==> config.mk <==
export PLATFORM = sky130hd
export DESIGN_NAME = qam16_tx_mapper
export DESIGN_NICKNAME = d
export VERILOG_FILES = /design/src/rtl/qam16_tx_mapper.sv
export SDC_FILE = /design/constraint.sdc
export NUM_CORES = 1
export LEC_CHECK = 0
export CORE_MARGIN = 2
export CORE_UTILIZATION = 48
export CTS_CLUSTER_SIZE = 28
export DETAILED_ROUTE_END_ITERATION = 10
export PLACE_DENSITY = 0.75
export SLEW_MARGIN = 20
export SYNTH_ARGS = -nofsm -noshare
export SYNTH_HDL_FRONTEND = slang
export SYNTH_SLANG_ARGS = --single-unit
==> constraint.sdc <==
create_clock -name clk -period 2.05 [get_ports clk]
set_input_delay 0.205 -clock clk [delete_from_list [all_inputs] [get_ports clk]]
set_output_delay 0.205 -clock clk [all_outputs]
set_load 0.1 [all_outputs]
==> src/rtl/qam16_tx_mapper.sv <==
// qam16_tx_mapper: packs a serial bit stream into 4-bit symbols and maps
// them to Gray-coded QAM16 I/Q levels. Each symbol is emitted as one
// non-zero sample followed by SPS-1 zero samples for the shaping filter.
// With DIFF_EN the quadrant is differentially encoded against the last
// transmitted quadrant, which is cleared only by reset.
module qam16_tx_mapper #(
  parameter int SPS     = 8,
  parameter bit DIFF_EN = 1'b1
) (
  input  logic              clk,
  input  logic              rst,
  input  logic              din,
  input  logic              din_vld,
  output logic              din_rdy,
  output logic signed [2:0] di,
  output logic signed [2:0] dq,
  output logic              sym_stb,
  output logic              underflow
);

  localparam int            CW        = (SPS > 1) ? $clog2(SPS) : 1;
  localparam logic [CW-1:0] SCNT_ZERO = {CW{1'b0}};
  localparam logic [CW-1:0] SCNT_ONE  = CW'(1);
  localparam logic [CW-1:0] SCNT_LAST = CW'(SPS - 1);

  typedef enum logic [0:0] {IDLE = 1'b0, RUN = 1'b1} state_t;

  state_t              state_r, state_s;
  logic [CW-1:0]       scnt_r, scnt_s;
  logic [1:0]          bitcnt_r;
  logic [2:0]          shreg_r;
  logic [3:0]          hold_r;
  logic                hold_full_r;
  logic [1:0]          qprev_r;
  logic [1:0]          qt_s;
  logic                xfer_s, last_bit_s, load_s, unf_s;
  logic signed [2:0]   di_s, dq_s;

  // Gray pair to amplitude: 00->-3, 01->-1, 11->+1, 10->+3
  function automatic logic signed [2:0] gray_level(input logic [1:0] g);
    case (g)
      2'b00:   gray_level = 3'sb101;
      2'b01:   gray_level = 3'sb111;
      2'b11:   gray_level = 3'sb001;
      2'b10:   gray_level = 3'sb011;
      default: gray_level = 3'sb000;
    endcase
  endfunction

  // Gray pair to quadrant step: 00->0, 01->1, 11->2, 10->3
  function automatic logic [1:0] gray_quad(input logic [1:0] g);
    case (g)
      2'b00:   gray_quad = 2'd0;
      2'b01:   gray_quad = 2'd1;
      2'b11:   gray_quad = 2'd2;
      2'b10:   gray_quad = 2'd3;
      default: gray_quad = 2'd0;
    endcase
  endfunction

  // Magnitude bit (0 -> 3, 1 -> 1) with sign applied
  function automatic logic signed [2:0] signed_mag(input logic mbit, input logic neg);
    case ({neg, mbit})
      2'b00:   signed_mag = 3'sb011;
      2'b01:   signed_mag = 3'sb001;
      2'b10:   signed_mag = 3'sb101;
      2'b11:   signed_mag = 3'sb111;
      default: signed_mag = 3'sb000;
    endcase
  endfunction

  assign din_rdy    = !((bitcnt_r == 2'd3) && hold_full_r);
  assign xfer_s     = din_vld && din_rdy;
  assign last_bit_s = xfer_s && (bitcnt_r == 2'd3);

  // Symbol-slot sequencing: IDLE waits for a held symbol, RUN paces slots
  always_comb begin
    state_s = state_r;
    scnt_s  = scnt_r;
    load_s  = 1'b0;
    unf_s   = 1'b0;
    case (state_r)
      IDLE: begin
        scnt_s = SCNT_ZERO;
        if (hold_full_r) begin
          state_s = RUN;
        end else begin
          state_s = IDLE;
        end
      end
      RUN: begin
        if (scnt_r == SCNT_LAST) begin
          scnt_s = SCNT_ZERO;
        end else begin
          scnt_s = scnt_r + SCNT_ONE;
        end
        if (scnt_r == SCNT_ZERO) begin
          if (hold_full_r) begin
            load_s = 1'b1;
          end else begin
            unf_s   = 1'b1;
            state_s = IDLE;
            scnt_s  = SCNT_ZERO;
          end
        end else begin
          load_s = 1'b0;
        end
      end
      default: begin
        state_s = IDLE;
        scnt_s  = SCNT_ZERO;
      end
    endcase
  end

  // Map the held symbol to I/Q (differential quadrant or absolute Gray)
  always_comb begin
    qt_s = qprev_r + gray_quad({hold_r[3], hold_r[1]});
    di_s = 3'sb000;
    dq_s = 3'sb000;
    if (DIFF_EN) begin
      // Odd quadrants swap which data bit sets the I and Q magnitudes
      if (qt_s[0]) begin
        di_s = signed_mag(hold_r[0], qt_s[1] ^ qt_s[0]);
        dq_s = signed_mag(hold_r[2], qt_s[1]);
      end else begin
        di_s = signed_mag(hold_r[2], qt_s[1] ^ qt_s[0]);
        dq_s = signed_mag(hold_r[0], qt_s[1]);
      end
    end else begin
      di_s = gray_level(hold_r[3:2]);
      dq_s = gray_level(hold_r[1:0]);
    end
  end

  // Shift incoming bits (b3 first); counter wraps after the 4th bit
  always_ff @(posedge clk or negedge rst) begin
    if (!rst) begin
      bitcnt_r <= 2'd0;
      shreg_r  <= 3'd0;
    end else if (xfer_s) begin
      bitcnt_r <= bitcnt_r + 2'd1;
      shreg_r  <= {shreg_r[1:0], din};
    end
  end

  // Hold register: a completed symbol write wins over a same-cycle load
  always_ff @(posedge clk or negedge rst) begin
    if (!rst) begin
      hold_r      <= 4'd0;
      hold_full_r <= 1'b0;
    end else if (last_bit_s) begin
      hold_r      <= {shreg_r, din};
      hold_full_r <= 1'b1;
    end else if (load_s) begin
      hold_full_r <= 1'b0;
    end
  end

  // FSM state and slot counter
  always_ff @(posedge clk or negedge rst) begin
    if (!rst) begin
      state_r <= IDLE;
      scnt_r  <= SCNT_ZERO;
    end else begin
      state_r <= state_s;
      scnt_r  <= scnt_s;
    end
  end

  // Registered outputs and quadrant memory (survives IDLE)
  always_ff @(posedge clk or negedge rst) begin
    if (!rst) begin
      di        <= 3'sb000;
      dq        <= 3'sb000;
      sym_stb   <= 1'b0;
      underflow <= 1'b0;
      qprev_r   <= 2'd0;
    end else begin
      di        <= load_s ? di_s : 3'sb000;
      dq        <= load_s ? dq_s : 3'sb000;
      sym_stb   <= load_s;
      underflow <= unf_s;
      if (load_s) begin
        qprev_r <= qt_s;
      end
    end
  end

endmodule

Yosys cells after proc, flatten, opt, wreduce, memory -nomap -nowiden:

Cells that the tools add are included.

* $add $sub $neg: 3
* bitwise operators: 2
* reduce and logical (&&, ||, !) cells: 11
* multiplexer cells: 23
* equal/unequal tests: 17

Operator list (number)
* $pmux 3 s4: 4
* $eq 2x2->1 const B: 11
* $mux 3: 7
* $eq 2x1->1 const B: 5
* $logic_not 2->1: 5
* $mux 1: 9
* $pmux 2 s4: 1
* $pmux 3 s2: 1
* $add 3x1->3 const B: 1
* $eq 3x3->1 const B: 1
* $logic_and 1x1->1: 3
* $logic_not 3->1: 1
* $add 2x1->2 const B: 1
* $add 2x2->2: 1
* $pmux 1 s2: 1
* $reduce_bool 2->1: 1
* $logic_not 1->1: 1
* $not 1->1: 1
* $xor 1x1->1: 1

* bits of input ports: 4
* register bits after elaboration: 24

Longest topological paths before layout:

* word-level depth: 8
* depth in mapped cells: 10

Worst setup path after synthesis:

OpenSTA, ideal clock, no wires.

* kind: reg-to-reg
* start: register hold_r[1]
* end: register di[1]
* arrival: 1.876 ns
* stages on the path, launching flop included: 11
* buffers on the path: 0
* data required time: 1.926 ns
* period minus slack after synthesis: 2.000 ns
* setup slack: 0.050 ns
* cell sequence: dfrtp_1 > inv_1 > ha_1 > inv_1 > ha_1 > xnor2_1 > xnor2_1 > xnor2_1 > ha_1 > mux2i_1 > nor2_1

* cells in the longest elaborated chain, start to end: 8
* elaborated cells between the ends (all ways): 19

Ends and longest elaborated chain
* start: declaration: RTL line 32 `logic [3:0] hold_r;`
* start signal: assignment: RTL line 153 `hold_r <= {shreg_r, din};`
* $eq 2x2->1, or another cell as far along: RTL line 52 `case (g)`
* $pmux 2 s4 *: RTL line 52
* $add 2x2->2 *: RTL line 118 `qt_s = qprev_r + gray_quad({hold_r[3], hold_r[1]});`
* $xor 1x1->1: RTL line 124, 127
* $eq 2x2->1, or another cell as far along: RTL line 63 `case ({neg, mbit})`
* $pmux 3 s4: RTL line 63
* $mux 3 *: RTL line 123 `if (qt_s[0]) begin`
* $mux 3 *: RTL line 180 `di <= load_s ? di_s : 3'sb000;`
* end signal: assignment: RTL line 180
* end: declaration: RTL line 15 `output logic signed [2:0] di,`

Every way passes the cells marked *; elsewhere a longest branch is shown, timed or not. The select of a mux whose other input is x is not followed.
A chain may end at the register's enable or synchronous reset.

Worst setup path in the final report:

* start: register hold_r[3]
* end: register dq[1]

* cells in the longest elaborated chain, start to end: 7
* elaborated cells between the ends (all ways): 18

Ends and longest elaborated chain
* $eq 2x2->1, or another cell as far along: RTL line 52
* $pmux 2 s4 *: RTL line 52
* $add 2x2->2 *: RTL line 118
* $eq 2x2->1, or another cell as far along: RTL line 63
* $pmux 3 s4: RTL line 63
* $mux 3 *: RTL line 123
* $mux 3 *: RTL line 181 `dq <= load_s ? dq_s : 3'sb000;`
* end signal: assignment: RTL line 181
* end: declaration: RTL line 16 `output logic signed [2:0] dq,`

Marks and branches as above.

==> flow_metrics.py <==
metrics = {
    "global_route": {
        "grtUsageTotal_pct": 15.2,
        "grt_max_degree": 23,
        "antenna_found_initial": 0,
        "grt_pass1_wl_mm": 2.99,
        "grt_pass1_vias": 698,
        "grt_overflow_total": 0,
    },
    "timing": {
        "drv_slew": 0,
        "hold_viol": 0,
        "layout_min_cycle_time_ns": 2.01,
        "hold_slack_ns": 0.222,
        "period_share_pct": 97.9,
        "finalSetupViolCount": 0,
        "finalClockSkew_ns": 0.00558,
        "final.setup.tns_ns": 0,
        "worst_pin_slew_ns": 0.273,
        "fmax_mhz": 498,
        "rsz0062_at_grt": "yes",
        "timing.slew.headroom_pct": 81.8,
    },
    "clocking": {
        "numCtsBuffers": 3,
        "clock_path_buffers": 2,
        "cts_tree": "done",
        "clkSinkCount": 22,
        "hold_buffers": 0,
        "clk_latency_ns": 0.31,
        "cts_max_level": 1,
        "clock-root-buffer": "clkbuf_4",
        "path_clk_slew_ns": 0.13,
    },
    "status": {
        "status": "complete, no violations",
    },
    "route": {
        "drc_errors": 0,
        "detail_route.wl_per_cell_um": 11.9,
        "drt_iter0_drc": 5,
        "viasPerCell": 4.82,
        "routed_wl_mm": 1.60,
        "num_vias": 651,
        "ant_nets": 0,
        "first_pass_iters": 2,
    },
    "placed_design": {
        "dp_hpwl_mm": 1.21,
        "port_buffers": 12,
        "place.gp.congestion": 0.775,
        "place_area_sq_um": 1270,
    },
    "die": {
        "start_util_pct": 50.7,
        "core_area_sq_um": 2210,
        "dieArea_sq_um": 2740,
        "die_y_um": 52.3,
        "rows": 17,
        "dieWidth_um": 52.3,
        "pin_count": 13,
    },
    "layout": {
        "area_delta_synth_final_pct": 20.8,
        "design_area_sq_um": 1350,
        "finalNetCount": 127,
        "final_layout_size_suffix_gt1_share_pct": 34.6,
        "n_antenna_cell": 0,
        "fillers": 184,
    },
    "worst_setup_path": {
        "cp.arrival_ns": 2.21,
        "critPathMaxFanout": 4,
        "r2r_end": "dq[1]$_DFF_PN0_",
        "reg2reg_from": "hold_r[3]$_DFFE_PN0P_",
        "rr_worst_depth": 9,
        "start_kind": "register",
        "critPathCaptureType": "register",
        "rrSetupSlack_ns": 0.04,
        "critPathKind": "reg2reg",
        "crit_required_ns": 2.25,
    },
    "job": {
        "maxCapViolations": 0,
    },
    "hold_path": {
        "hold_class": "in2async",
    },
    "synthesis": {
        "ys_seq_area_share_pct": 49.1,
        "synth_fp_nets": 109,
        "syn_area_per_cell_sq_um": 12.5,
        "netlist_area_sq_um": 1120,
        "postSynthCellCount": 90,
        "ys_ff_latch": 22,
        "ys.warnings.count": 0,
        "synth.distinct_cells": 25,
    },
}
synth_stat cells:
| master | number | share of area [%] |
|---|---|---|
| nand2_1 | 4 | 1.3 |
| xor2_1 | 1 | 0.78 |
| nor3_1 | 3 | 1.3 |
| and2_4 | 1 | 0.78 |
| a21o_2 | 1 | 0.78 |
| a211oi_1 | 2 | 1.3 |
| buf_6 | 1 | 1.0 |
| buf_4 | 2 | 1.3 |
| xnor2_1 | 3 | 2.3 |
| o21ai_0 | 1 | 0.45 |
| nand2b_1 | 1 | 0.56 |
| mux2i_1 | 2 | 1.8 |
| nand2_2 | 1 | 0.56 |
| mux2_4 | 4 | 5.4 |
| nor3b_1 | 1 | 0.67 |
| mux2_2 | 5 | 5.0 |
| dfrtp_1 | 22 | 49 |
| nor2_1 | 6 | 2.0 |
| inv_1 | 9 | 3.0 |
| clkbuf_1 | 1 | 0.33 |
| ha_1 | 15 | 17 |
| nand4b_2 | 1 | 1.3 |
| nand3b_1 | 1 | 0.67 |
| and3_1 | 1 | 0.56 |
| or3b_2 | 1 | 0.78 |
registers in the layout (all words and copies together), names as in the netlist:
signal / flops
di: 2
underflow: 1
shreg_r: 3
scnt_r: 3
dq: 3
bitcnt_r: 2
hold_r: 4
qprev_r: 2
state_r: 1
hold_full_r: 1
repair_timing:
action                     in CTS  in global routing
gates resized for setup         3                  2
pin swaps                       1                  1
setup endpoints to repair       3                  4
buffers inserted                1                  0
cell type report:
class	instances	area (sq um)	area share, %
clock buffer	3	22.5	1.66
sequential	22	551	40.7
inverter	9	33.8	2.50
clock inverter	1	30.0	2.22
timing repair buffer	17	148	10.9
tap	28	35.0	2.59
multi-input combinational	55	534	39.5
placed cells by master, fill, tap and decap left out, types with 2 or more instances in the layout:
cell type / n
mux2_2: 5
buf_4: 13
clkbuf_4: 3
mux2_4: 4
ha_2: 2
dfrtp_1: 22
a211oi_1: 2
nor3_1: 3
nand2_1: 4
nor2_1: 6
inv_1: 9
clkdlybuf4s50_1: 3
xnor2_2: 3
ha_1: 13
mux2i_1: 2
through the flow:
step	util, %	setup slack [ns]	instances
after global routing	61.2	-0.120	135
after floorplan	-	0.0497	90
after detailed placement	57.2	-0.101	130
after global placement	57.2	0.0114	130
final	61.2	0.0426	135
after CTS	61.0	0.00274	135
critical path: stages, from the launching register on:
cell	delay, ns
dfrtp_1	0.41
ha_1	0.27
inv_1	0.04
ha_2	0.17
xnor2_2	0.14
xnor2_2	0.23
inv_1	0.14
ha_1	0.29
mux2i_1	0.15
nor2_1	0.07
worst max-delay path by stage:
stage / from / to / depth (start not counted)
finish: hold_r[3]$_DFFE_PN0P_ / dq[1]$_DFF_PN0_ / 9
floorplan: hold_r[1]$_DFFE_PN0P_ / di[1]$_DFF_PN0_ / 10
global placement: hold_r[1]$_DFFE_PN0P_ / di[1]$_DFF_PN0_ / 10
detailed placement: hold_r[3]$_DFFE_PN0P_ / di[1]$_DFF_PN0_ / 9
global route: hold_r[3]$_DFFE_PN0P_ / dq[1]$_DFF_PN0_ / 9
CTS: hold_r[3]$_DFFE_PN0P_ / dq[1]$_DFF_PN0_ / 9
kinds of logic after synthesis:
| kind of cell | share of synthesized area, % |
|---|---|
| and+or+nand+nor | 10.6 |
| xor gates and xnor gates | 3.13 |
| buffers and inverters | 5.69 |
| muxes | 12.2 |
| AOI/OAI and AO/OA | 2.57 |
| DFF | 49.1 |
| adders and majority gates | 16.7 |
layer usage:
metal | up-vias | part of all wire [%] | global-route usage, %
met1 | 305 | 46 | 18.5
li1 | 328 | - | -
met4 | 0 | 2.5 | 8.97
met2 | 14 | 48 | 25.2
met5 | - | 0 | 0
met3 | 4 | 3.9 | 2.57
Power is left out: the tool's default activity adds up to more than one toggle a clock period on the data nets, which glitch-free logic cannot reach.
